[src/rtl/qos_pkg.sv]
`default_nettype none
// +--------------------------------------------------------------------------+
// | Module   : qos_pkg                                                       |
// | Purpose  : Shared widths, FSM state encoding and helpers for the QoS     |
// |            output scheduler (qos_out_scheduler / qos_pick).              |
// | Contents : NUM_BUF, CNT_W, DATA_W, RD_W, ID_W, state_t, onehot_to_id     |
// | Revision : 1.0  initial release                                          |
// +--------------------------------------------------------------------------+
package qos_pkg;

   localparam int NUM_BUF = 4;   // number of QoS buffers
   localparam int CNT_W   = 3;   // occupancy field width per buffer
   localparam int DATA_W  = 4;   // packet width
   localparam int RD_W    = 8;   // per-buffer read counter width
   localparam int ID_W    = 2;   // buffer index width

   typedef enum logic [1:0] {
      IDLE = 2'd0,
      ARB  = 2'd1,
      POP  = 2'd2
   } state_t;

   // One-hot to binary index; an all-zero vector maps to 0.
   function automatic logic [ID_W-1:0] onehot_to_id(input logic [NUM_BUF-1:0] oh);
      logic [ID_W-1:0] id;
      id = '0;
      for (int i = 0; i < NUM_BUF; i++) begin
         if (oh[i]) id = ID_W'(i);
      end
      return id;
   endfunction

endpackage
`default_nettype wire

[src/rtl/qos_pick.sv]
`default_nettype none
// +--------------------------------------------------------------------------+
// | Module   : qos_pick                                                      |
// | Purpose  : Combinational arbiter. Class order starved > full > non-empty,|
// |            highest buffer index wins inside a class.                     |
// | Ports    : counts  in  NUM_BUF*CNT_W  occupancy {bf4..bf1}               |
// |            waits   in  NUM_BUF*CNT_W  wait counters {bf4..bf1}           |
// |            grant   out NUM_BUF        one-hot winner                     |
// |            valid   out 1              at least one non-empty buffer      |
// | Revision : 1.0  initial release                                          |
// +--------------------------------------------------------------------------+
module qos_pick
   import qos_pkg::*;
#(
   parameter int DEPTH        = 6,
   parameter int STARVE_LIMIT = 3
) (
   input  logic [NUM_BUF*CNT_W-1:0] counts,
   input  logic [NUM_BUF*CNT_W-1:0] waits,
   output logic [NUM_BUF-1:0]       grant,
   output logic                     valid
);

   localparam logic [CNT_W-1:0] c_depth  = CNT_W'(DEPTH);
   localparam logic [CNT_W-1:0] c_starve = CNT_W'(STARVE_LIMIT);

   logic [NUM_BUF-1:0] w_busy;
   logic [NUM_BUF-1:0] w_full;
   logic [NUM_BUF-1:0] w_starved;
   logic [NUM_BUF-1:0] w_cand;

   generate
      for (genvar i = 0; i < NUM_BUF; i++) begin : g_flags
         logic [CNT_W-1:0] w_cnt;
         logic [CNT_W-1:0] w_wait;
         assign w_cnt        = counts[i*CNT_W +: CNT_W];
         assign w_wait       = waits[i*CNT_W +: CNT_W];
         assign w_busy[i]    = (w_cnt != '0);
         // Out-of-range occupancy (> DEPTH) is treated as full.
         assign w_full[i]    = (w_cnt >= c_depth);
         assign w_starved[i] = w_busy[i] && (w_wait >= c_starve);
      end
   endgenerate

   always_comb begin
      w_cand = (w_starved != '0) ? w_starved :
               (w_full    != '0) ? w_full    : w_busy;
      grant  = '0;
      // Later (higher) indices overwrite earlier ones: highest index wins.
      for (int i = 0; i < NUM_BUF; i++) begin
         if (w_cand[i]) grant = NUM_BUF'(1) << i;
      end
      valid  = |w_busy;
   end

endmodule
`default_nettype wire

[src/rtl/qos_out_scheduler.sv]
`default_nettype none
// +--------------------------------------------------------------------------+
// | Module   : qos_out_scheduler                                             |
// | Purpose  : Once per service period picks one of four buffers, pops one   |
// |            packet through a req/ack handshake, presents it on            |
// |            output_data and keeps saturating per-buffer read counters.    |
// | Ports    : clk, rst (async active-low), start (level enable)             |
// |            bf_count[11:0] in   occupancy {bf4,bf3,bf2,bf1}               |
// |            pop_req[3:0]   out  one-hot pop request                       |
// |            pop_ack, pop_data[3:0] in  pop handshake / popped packet      |
// |            output_data[3:0], output_valid, grant_id[1:0] out             |
// |            read_cnt[31:0] out  {bf4..bf1} reads, 8 b each, saturating    |
// |            ack_err        out  sticky ack-timeout flag                   |
// | Revision : 1.0  initial release                                          |
// +--------------------------------------------------------------------------+
module qos_out_scheduler
   import qos_pkg::*;
#(
   parameter int PERIOD_CYCLES = 50_000_000,
   parameter int DEPTH         = 6,
   parameter int STARVE_LIMIT  = 3,
   parameter int ACK_TIMEOUT   = 15
) (
   input  logic                     clk,
   input  logic                     rst,
   input  logic                     start,
   input  logic [NUM_BUF*CNT_W-1:0] bf_count,
   output logic [NUM_BUF-1:0]       pop_req,
   input  logic                     pop_ack,
   input  logic [DATA_W-1:0]        pop_data,
   output logic [DATA_W-1:0]        output_data,
   output logic                     output_valid,
   output logic [ID_W-1:0]          grant_id,
   output logic [NUM_BUF*RD_W-1:0]  read_cnt,
   output logic                     ack_err
);

   localparam int TMR_W = $clog2(PERIOD_CYCLES);
   localparam int TO_W  = $clog2(ACK_TIMEOUT + 1);
   localparam logic [TMR_W-1:0] c_tmr_last = TMR_W'(PERIOD_CYCLES - 1);
   localparam logic [TO_W-1:0]  c_to_last  = TO_W'(ACK_TIMEOUT - 1);
   localparam logic [CNT_W-1:0] c_starve   = CNT_W'(STARVE_LIMIT);
   localparam logic [RD_W-1:0]  c_rd_max   = {RD_W{1'b1}};

   state_t                     state_q,    state_d;
   logic [TMR_W-1:0]           timer_q,    timer_d;
   logic [TO_W-1:0]            to_q,       to_d;
   logic [NUM_BUF-1:0]         grant_q,    grant_d;
   logic [ID_W-1:0]            grant_id_q, grant_id_d;
   logic [NUM_BUF*CNT_W-1:0]   wait_q,     wait_d;
   logic [NUM_BUF*RD_W-1:0]    rd_q,       rd_d;
   logic [DATA_W-1:0]          out_data_q, out_data_d;
   logic                       out_vld_q,  out_vld_d;
   logic                       ack_err_q,  ack_err_d;

   logic                       w_tick;
   logic [NUM_BUF-1:0]         w_pick;
   logic                       w_pick_vld;

   qos_pick #(
      .DEPTH        (DEPTH),
      .STARVE_LIMIT (STARVE_LIMIT)
   ) u_pick (
      .counts (bf_count),
      .waits  (wait_q),
      .grant  (w_pick),
      .valid  (w_pick_vld)
   );

   always_comb begin
      state_d    = state_q;
      timer_d    = timer_q;
      to_d       = to_q;
      grant_d    = grant_q;
      grant_id_d = grant_id_q;
      wait_d     = wait_q;
      rd_d       = rd_q;
      out_data_d = out_data_q;
      out_vld_d  = 1'b0;
      ack_err_d  = ack_err_q;

      // Service timer: free-runs while enabled, tick on the wrap cycle.
      w_tick = start && (timer_q == c_tmr_last);
      if (!start)      timer_d = '0;
      else if (w_tick) timer_d = '0;
      else             timer_d = timer_q + 1'b1;

      case (state_q)
         IDLE: begin
            if (w_tick) state_d = ARB;
         end
         ARB: begin
            to_d = '0;
            for (int i = 0; i < NUM_BUF; i++) begin
               if (w_pick[i] || (bf_count[i*CNT_W +: CNT_W] == '0))
                  wait_d[i*CNT_W +: CNT_W] = '0;
               else if (wait_q[i*CNT_W +: CNT_W] < c_starve)
                  wait_d[i*CNT_W +: CNT_W] = wait_q[i*CNT_W +: CNT_W] + 1'b1;
            end
            if (w_pick_vld) begin
               grant_d    = w_pick;
               grant_id_d = onehot_to_id(w_pick);
               state_d    = POP;
            end else begin
               state_d    = IDLE;
            end
         end
         POP: begin
            if (pop_ack) begin
               out_data_d = pop_data;
               out_vld_d  = 1'b1;
               if (rd_q[grant_id_q*RD_W +: RD_W] != c_rd_max)
                  rd_d[grant_id_q*RD_W +: RD_W] = rd_q[grant_id_q*RD_W +: RD_W] + 1'b1;
               state_d    = IDLE;
            end else if (to_q == c_to_last) begin
               ack_err_d  = 1'b1;
               state_d    = IDLE;
            end else begin
               to_d       = to_q + 1'b1;
            end
         end
         default: state_d = IDLE;
      endcase
   end

   always_ff @(posedge clk or negedge rst) begin
      if (!rst) begin
         state_q    <= IDLE;
         timer_q    <= '0;
         to_q       <= '0;
         grant_q    <= '0;
         grant_id_q <= '0;
         wait_q     <= '0;
         rd_q       <= '0;
         out_data_q <= '0;
         out_vld_q  <= 1'b0;
         ack_err_q  <= 1'b0;
      end else begin
         state_q    <= state_d;
         timer_q    <= timer_d;
         to_q       <= to_d;
         grant_q    <= grant_d;
         grant_id_q <= grant_id_d;
         wait_q     <= wait_d;
         rd_q       <= rd_d;
         out_data_q <= out_data_d;
         out_vld_q  <= out_vld_d;
         ack_err_q  <= ack_err_d;
      end
   end

   // Decoded from flops only, so reset removes the request asynchronously.
   assign pop_req      = (state_q == POP) ? grant_q : '0;
   assign output_data  = out_data_q;
   assign output_valid = out_vld_q;
   assign grant_id     = grant_id_q;
   assign read_cnt     = rd_q;
   assign ack_err      = ack_err_q;

endmodule
`default_nettype wire
[config.mk]
export PLATFORM = sky130hd
export DESIGN_NAME = qos_out_scheduler
export DESIGN_NICKNAME = d
export VERILOG_FILES = /design/src/rtl/qos_pkg.sv /design/src/rtl/qos_pick.sv /design/src/rtl/qos_out_scheduler.sv
export SDC_FILE = /design/constraint.sdc
export NUM_CORES = 1
export LEC_CHECK = 0
export CELL_PAD_IN_SITES_DETAIL_PLACEMENT = 1
export CELL_PAD_IN_SITES_GLOBAL_PLACEMENT = 1
export CORE_MARGIN = 3
export CORE_UTILIZATION = 50
export DETAILED_ROUTE_END_ITERATION = 10
export DONT_BUFFER_PORTS = 1
export GPL_TIMING_DRIVEN = 0
export PLACE_DENSITY_LB_ADDON = 0.1
export SLEW_MARGIN = 20
export SYNTH_ARGS = -nofsm -noshare
export SYNTH_HDL_FRONTEND = slang
export SYNTH_SLANG_ARGS = --single-unit
[constraint.sdc]
create_clock -name clk -period 3.7 [get_ports clk]
set_input_delay 0.74 -clock clk [delete_from_list [all_inputs] [get_ports clk]]
set_output_delay 0.74 -clock clk [all_outputs]
set_load 0.01 [all_outputs]
# Word level (Yosys, flattened, before mapping)

Index checks and enable logic that the tools add are counted.

Flip-flop bits (word level): 88
Latch bits: 0
RAM bits: 0
Memory bits (read-only): 0
Bits of input ports: 20
Output and inout bits: 44
Word-level logic and storage cells: 113
Memories: 0

Add/sub/neg operators: 8
$mul: 0
Div/mod/pow operators: 0
$lt $le $gt $ge: 12
Equality and inequality tests: 9
Shift operators: 3
Multiplexer cells: 31
Bitwise logic cells: 1
Reduce and logical (&&, ||, !) cells: 36

Operators with widths:

| kind                    | number |
|---|---|
| $mux 26                 | 2 |
| $neg 5->34              | 1 |
| $shift 8x34->32 const A | 1 |
| $shiftx 8x34->32        | 1 |
| $bwmux 32               | 1 |
| $shiftx 32x6->8         | 1 |
| $mux 3                  | 9 |
| $add 26x1->26 const B   | 1 |
| $eq 26x26->1 const B    | 1 |
| $mux 4                  | 6 |
| $mux 2                  | 7 |
| $reduce_and 2->1        | 7 |
| $add 3x1->3 const B     | 4 |
| $ge 3x2->1 const B      | 4 |
| $ge 3x3->1 const B      | 4 |
| $logic_not 3->1         | 4 |
| $lt 3x2->1 const B      | 4 |
| $reduce_bool 3->1       | 4 |
| $reduce_bool 2->1       | 5 |
| $reduce_and 3->1        | 3 |
| $add 8x1->8 const B     | 1 |
| $ne 8x8->1 const B      | 1 |
| $pmux 4 s2              | 1 |
| $reduce_bool 4->1       | 2 |
| other kinds (13)        | 25 |

# Depth between registers and ports, before layout

Gate-level depths: netlist (run 1).

Depth in word-level cells: 11
Gate-level depth with buffers: 8

# By module

A second synthesis (run 1) with hierarchy kept.

Cell total of the unflattened synthesis: 454
Area total of the unflattened synthesis: 4704.5 sq um

Modules (own cells, without submodules):

| module            | instances | cells each | area each (sq um) | seq. area each (sq um) |
|---|---|---|---|---|
| qos_out_scheduler | 1         | 413        | 4405.5            | 2202.1 |
| qos_pick          | 1         | 41         | 299.0             | 0.0 |

# Least setup slack after synthesis (run 1)

Ideal clock, no wire load.

Kind: reg-to-reg
Start: reg grant_id_q[0], in the netlist grant_id[0]
End: reg rd_q[15], in the netlist read_cnt[15]
Setup time: 0.092 ns
Arrival: 2.263 ns
Required time: 3.608 ns
Slack: 1.345 ns
Cell stages (with the launch flop): 8
Buffers on the path: 2
Clock period less this slack: 2.355 ns
Cells stage by stage: dfrtp_1 -> buf_6 -> mux4_1 -> ha_1 -> nand3_2 -> o2111ai_2 -> buf_6 -> o31ai_2

Longest elaborated chain between the ends: 4
Elaborated cells on any way between the ends: 8
Those cells by class: add/sub: 2; eq/ne: 1; shift: 3; mux: 1; reduce/logical: 1

RTL lines:

| what                   | RTL line                                           | source |
|---|---|---|
| start, declared        | qos_out_scheduler.sv:49                            | `logic [ID_W-1:0] grant_id_q, grant_id_d;` |
| start signal, assigned | qos_out_scheduler.sv:143                           | `grant_id_q <= grant_id_d;` |
| $shiftx 32x6->8        | qos_out_scheduler.sv:112, qos_out_scheduler.sv:113 |  |
| $add 8x1->8            | qos_out_scheduler.sv:113                           | `rd_d[grant_id_q*RD_W +: RD_W] = rd_q[grant_id_q*RD_W +: RD_W] + 1'b1;` |
| $shiftx 8x34->32       | qos_out_scheduler.sv:113                           |  |
| $bwmux 32              | qos_out_scheduler.sv:113                           |  |
| end signal, assigned   | qos_out_scheduler.sv:145                           | `rd_q <= rd_d;` |
| end, declared          | qos_out_scheduler.sv:51                            | `logic [NUM_BUF*RD_W-1:0] rd_q, rd_d;` |

Several ways; a longest one is shown, not always the timed one.
A chain may end at the register's enable or synchronous reset.

# Final worst setup path (run 1)

Same ends and word-level chain as after synthesis.

==> results of run 1 <==
per-stage QoR:
step	setup WS [ns]	util	hold slack (ns)
2_1_floorplan	1.35	-	0.435
3_3_place_gp	0.930	0.545	0.446
3_5_place_dp	0.915	0.545	0.446
4_1_cts	0.894	0.567	0.0413
5_1_grt	0.771	0.567	0.0158
6_report	0.881	0.567	0.0538
kinds of logic after synthesis:
logic type,Yosys count,synth area share
xor gates and xnor gates,32,0.0592
adders and majority gates,17,0.0449
and+or+nand+nor,186,0.196
AOI/OAI and AO/OA,91,0.152
DFF,88,0.465
muxes,12,0.0500
buffers and inverters,30,0.0328
worst reg2reg max path: stages, from the launching register on:
cell,delay [ns]
dfrtp_1,0.61
buf_6,0.24
mux4_1,0.64
ha_1,0.27
nand3_2,0.19
o2111ai_2,0.33
buf_6,0.26
o31ai_2,0.20
power groups by stage:
stage	clock network (W)	registers, W	logic (W)
2_1_floorplan	0	0.00101	0.0000857
4_1_cts	0.000690	0.00100	0.000114
3_5_place_dp	0	0.00102	0.000113
5_1_grt	0.000738	0.00100	0.000127
6_report	0.000666	0.00100	0.000113
3_3_place_gp	0	0.00102	0.000107
how the worst max path moves through the flow:
| stage | start | end | slack (ns) | cells after the start |
|---|---|---|---|---|
| after detailed placement | grant_id[0] | read_cnt[15] | 0.91 | 7 |
| after global placement | grant_id[0] | read_cnt[15] | 0.93 | 7 |
| after floorplan | grant_id[0] | read_cnt[15] | 1.35 | 7 |
| after global routing | grant_id[0] | read_cnt[10] | 0.77 | 8 |
| after CTS | grant_id[0] | read_cnt[15] | 0.89 | 7 |
| final | grant_id[0] | read_cnt[15] | 0.88 | 7 |
flip-flops by register name, indices dropped and copies added, names as in the netlist:
name,flops
timer_q,26
grant_q,4
to_q,4
wait_q,12
output_data,4
read_cnt,32
state_q,2
grant_id,2
ack_err,1
output_valid,1
cells in the final DEF, fill, tap and decap left out, drive strengths merged, types with 2 or more instances in the layout:
| cell | netlist | routed |
|---|---|---|
| inv | 16 | 19 |
| clkinv | 0 | 3 |
| nand3 | 15 | 15 |
| o2111ai | 5 | 5 |
| a222oi | 2 | 2 |
| xnor2 | 23 | 23 |
| and2 | 8 | 8 |
| nand4 | 7 | 7 |
| ha | 17 | 17 |
| mux2 | 4 | 4 |
| xor2 | 9 | 9 |
| buf | 11 | 11 |
| o31ai | 28 | 28 |
| o22ai | 3 | 3 |
| a2bb2oi | 2 | 2 |
| a211oi | 5 | 5 |
| and4 | 5 | 5 |
| mux4 | 8 | 8 |
| nor2b | 3 | 3 |
| o41ai | 2 | 2 |
| nor3b | 2 | 2 |
| dfrtp | 88 | 88 |
| nor2 | 40 | 40 |
| clkbuf | 3 | 12 |
| nand3b | 2 | 2 |
| nand2 | 66 | 66 |
| nor4 | 10 | 10 |
| and3 | 2 | 2 |
| a21oi | 6 | 6 |
| nor3 | 12 | 12 |
| nand2b | 2 | 2 |
| o21ai | 21 | 21 |
| a32o | 2 | 2 |
| or3 | 5 | 5 |
| or2 | 2 | 2 |
| or4 | 3 | 3 |
cell type report:
type | count | area, um^2
Clock buffer | 9 | 124
Inverter | 16 | 60.1
Tap cell | 126 | 158
Buffer | 14 | 95.1
Sequential cell | 88 | 2200
Clock inverter | 7 | 75.1
Fill cell | 992 | 3890
Multi-Input combinational cell | 338 | 2380
metal layers:
metal,track usage,routed length [um],vias to the layer above
met5,0,0,-
met4,0.0737,211,0
met3,0.0376,522,18
met2,0.391,5810,87
met1,0.297,5290,1790
li1,-,-,1691
==> impl_metrics.toml, run 1 <==
[sta]
period_minus_slack_ns = 2.82
hold_viol = 0
rsz0062_at_grt = "no"
fin_tns_setup_ns = 0
report.final.slew_viol_count = 0
tightestPinTransition_ns = 0.778
setup_viol_count_final = 0
skew_ns = 0.0193
slew_headroom = 0.476
period_share = 0.762
fmax_ghz = 0.355

[synthesis]
synth_top_area_cell = "dfrtp_1"
yosys_warnings = 0
postSynthCellCount = 456
ys_types = 66
synth_top_area_frac = 0.465
synth_top_cells_by_count = "dfrtp_1 (88), nand2_1 (65), nor2_1 (40), o31ai_1 (24), xnor2_1 (23)"
syn_area_per_cell_um2 = 10.4
synth_most_common_cell = "dfrtp_1"
synth-seq-cells = 88
synthFlopType = "dfrtp_1"
ys_seq_area_frac = 0.465
synthArstFlopShare = 1.00
synthTopCellsByArea = "dfrtp_1 (47%), nand2_1 (5.2%), ha_1 (4.5%)"
syn_nets = 493
synth-edff-count = 0
syn-cell-area_um2 = 4730

[power]
power_frac_seq = 0.562
p_sw_w = 0.000491
p_int_w = 0.00129
power_density_nw_per_um2 = 350
vdd_drop_max_mv = 0.163
power_frac_clock = 0.374
finalPower_w = 0.00178
combPwrFrac = 0.063
p_leak_nw = 2.13
p_sw_frac = 0.276

[worst_setup_path]
path_common_cell = "buf_6"
critPathKind = "flop to flop"
path_max_fanout = 10
path_buf_inv = 2
reg2reg_slack_ns = 0.88
arrival_ns = 3.10
crit_required_ns = 3.98
cp_top_family = "multiplexers"
critPathMaxStageDelay_ns = 0.64
cpMaxStageDelayCell = "mux4_1"
r2r_cells = 7
timing.rr.start = "grant_id[0]"
cp-end-kind = "flop"
worstPathCellList = "buf_6, mux4_1, ha_1, nand3_2, o2111ai_2, buf_6, o31ai_2"
startpoint_type = "flop"
reg2reg_to = "read_cnt[15]"

[clock_tree]
cts_htree_levels = 3
cts-root-buf = "clkbuf_8"
cts_made_buffers = 9
hold_buffers = 0
cts_tree = "yes"
clkSinkCount = 88
cts_resized = 0
path_clk_slew_ns = 0.11
insertion_delay_ns = 0.36
cts_setup_buffers = 0
clock_path_buffers = 2

[global_route]
grt_pass1_wl_um = 19100
grtUsageTotal = 0.229
first_global_vias = 3842
grt_max_degree = 89
grt_overflow = 0
antenna_found_initial = 0

[floorplan]
io_pins = 64
die-area_um2 = 10700
start_util = 0.527
core-area_um2 = 8980
rows = 34
die_x_um = 103
fp.dieH_um = 103

[route]
wirelength_um = 11800
ant_nets = 0
firstDrtPassIters = 4
wl_per_cell_um = 19.8
first_iter_violations = 147
via_per_inst = 6.00
vias = 3586
drc = 0

[worst_hold_path]
hp-class = "primary input to asynchronous set/reset pin"

[layout]
drive_above_1_share = 0.110
final_cells = 598
n_antenna_cell = 0
nets = 504
syn2layout_area_growth_pct = 7.53
stdcell_area_um2 = 5090

[status]
status = "complete, no violations"

[placement]
postPlaceCellArea_um2 = 4890
place_inst = 582
io_buffers = 0
place_hpwl_um = 8640
gp_congestion = 0.786

[run]
drv_cap = 0
(Power assumes the default switching activity.)
==> run 2, diff against run 1 <==
--- a/config.mk
+++ b/config.mk
@@ -8,7 +8,7 @@
 export CELL_PAD_IN_SITES_DETAIL_PLACEMENT = 1
 export CELL_PAD_IN_SITES_GLOBAL_PLACEMENT = 1
 export CORE_MARGIN = 3
-export CORE_UTILIZATION = 50
+export CORE_UTILIZATION = 45
 export DETAILED_ROUTE_END_ITERATION = 10
 export DONT_BUFFER_PORTS = 1
 export GPL_TIMING_DRIVEN = 0
==> constraint.sdc (replaced) <==
create_clock -name clk -period 2.28 [get_ports clk]
set_input_delay 0.456 -clock clk [delete_from_list [all_inputs] [get_ports clk]]
set_output_delay 0.456 -clock clk [all_outputs]
set_load 0.01 [all_outputs]
==> impl_metrics.toml, run 2 (synthesized netlist as in run 1, its figures left out) <==
[status]
status = "finished with violations"
violations = "hold timing, setup timing"

[run]
drv_cap = 0

[worst_setup_path]
path_max_fanout = 7
startpoint_type = "flop"
cp-end-kind = "flop"
crit_cells = 7
arrival_ns = 2.70
path_buf_inv = 2
critPathKind = "flop to flop"
startpoint = "grant_id[0]"
timing.rr.start = "grant_id[0]"
cp_top_family = "multiplexers"
r2r_cells = 7
reg2reg_slack_ns = -0.16
critPathMaxStageDelay_ns = 0.57
worstPathCellList = "buf_12, mux4_2, ha_4, nand3_4, o2111ai_4, buf_6, o31ai_1"
reg2reg_to = "read_cnt[16]"
cpMaxStageDelayCell = "mux4_2"
crit_required_ns = 2.54

[sta]
setup_viol_count_final = 28
rsz0062_at_grt = "yes"
slew_headroom = 0.489
fmax_ghz = 0.410
period_minus_slack_ns = 2.44
holdWs_ns = -0.237
period_share = 1.07
report.final.slew_viol_count = 0
hold_viol = 88
skew_ns = 0.0124
fin_ws_ns = -0.158
tightestPinTransition_ns = 0.758

[route]
via_per_inst = 6.05
first_iter_violations = 161
vias = 3775
ant_nets = 0
firstDrtPassIters = 6
drc = 0
wl_per_cell_um = 21.3
wirelength_um = 13300

[layout]
largest_reg_flops = 32
n_antenna_cell = 0
n_fill_cell = 1092
final_common_cell = "dfrtp_1"
stdcell_area_um2 = 5650
drive_above_1_share = 0.232
nets = 524
syn2layout_area_growth_pct = 19.3
fin_util = 0.565
layout_common_cells = "dfrtp_1 (87), nand2_1 (58), nor2_1 (40)"

[power]
p_sw_w = 0.000766
power_frac_seq = 0.552
p_int_w = 0.00218
p_sw_frac = 0.260
p_leak_nw = 2.31
power_frac_clock = 0.372
finalPower_w = 0.00294
power_density_nw_per_um2 = 522
combPwrFrac = 0.076
vdd_drop_max_mv = 0.308

[clock_tree]
insertion_delay_ns = 0.37
path_clk_slew_ns = 0.10
clock_path_buffers = 2
cts_tree = "yes"
cts-root-buf = "clkbuf_8"
clkSinkCount = 88
cts_htree_levels = 3
cts_made_buffers = 9

[global_route]
grt_max_degree = 89
gr-usage-met3 = 0.0382
use_met2 = 0.378
grtUsageTotal = 0.214
busiest_layer = "met2"
grt_util_met1 = 0.256
grt_pass1_wl_um = 19700
antenna_found_initial = 0
first_global_vias = 3949
grt_overflow = 0

[floorplan]
rows = 36
core-area_um2 = 10000
io_pins = 64
start_util = 0.473
die-area_um2 = 11800
die_x_um = 109
fp.dieH_um = 109

[worst_hold_path]
hp-class = "primary input to asynchronous set/reset pin"

[placement]
post-place-ws_ns = -0.337
postPlaceCellArea_um2 = 4910
gp_congestion = 0.829
place_hpwl_um = 8420
io_buffers = 0
-- run 2: cell types whose count changed in the layout (fill, tap and decap cells not counted), moves of 4 or more --
cell	before	now
nand2_2	1	7
o31ai_4	0	6
o31ai_2	4	14
buf_6	4	8
o31ai_1	24	8
buf_4	2	15
nand2_1	65	58
-- run 2: worst register-to-register path, cell delays in order, from the launching register on --
cell	delay (ns)
dfrtp_2	0.50
buf_12	0.17
mux4_2	0.57
ha_4	0.21
nand3_4	0.15
o2111ai_4	0.24
buf_6	0.20
o31ai_1	0.29
-- run 2: layout make-up --
class | instances | area [um^2] | area share
clock inverter | 5 | 58.8 | 0.0104
multi-input combinational | 338 | 2700 | 0.478
buffer | 13 | 113 | 0.0199
sequential | 88 | 2200 | 0.390
clock buffer | 10 | 128 | 0.0226
tap | 133 | 166 | 0.0295
timing repair buffer | 21 | 216 | 0.0383
inverter | 16 | 63.8 | 0.0113
-- run 2: how the worst max path moves through the flow --
| stage | end |
|---|---|
| 3_3_place_gp | read_cnt[7] |
| 6_report | read_cnt[16] |
| 3_5_place_dp | read_cnt[7] |
| 5_1_grt | read_cnt[16] |
| 2_1_floorplan | read_cnt[24] |
| 4_1_cts | read_cnt[30] |
-- run 2: stage by stage --
stage	hold slack, ns	setup TNS, ns	std cells
floorplan	0.160	0	456
global placement	0.163	-8.84	589
detailed placement	0.163	-9.57	589
CTS	-0.233	0	614
global route	-0.251	-4.23	624
finish	-0.237	-1.31	624
-- run 2: what timing repair did --
action | CTS | global route
resized for setup | 22 | 50
hold endpoints to repair | 88 | 88
setup endpoints to repair | 63 | 45
cloned | 1 | 2
pin swaps | 7 | 15
setup buffers | 9 | 9
-- run 2: layer usage --
layer  wire, um  share of wire
met2       6900           0.52
met4        315          0.024
met3        652          0.049
met5          0              0
met1       5400           0.41
-- run 2: power by group through the flow --
stage	Clock, W	Combinational [W]	Sequential (W)
floorplan	0	0.000140	0.00165
global placement	0	0.000178	0.00165
detailed placement	0	0.000186	0.00165
CTS	0.00110	0.000205	0.00163
global route	0.00117	0.000244	0.00163
finish	0.00110	0.000224	0.00163
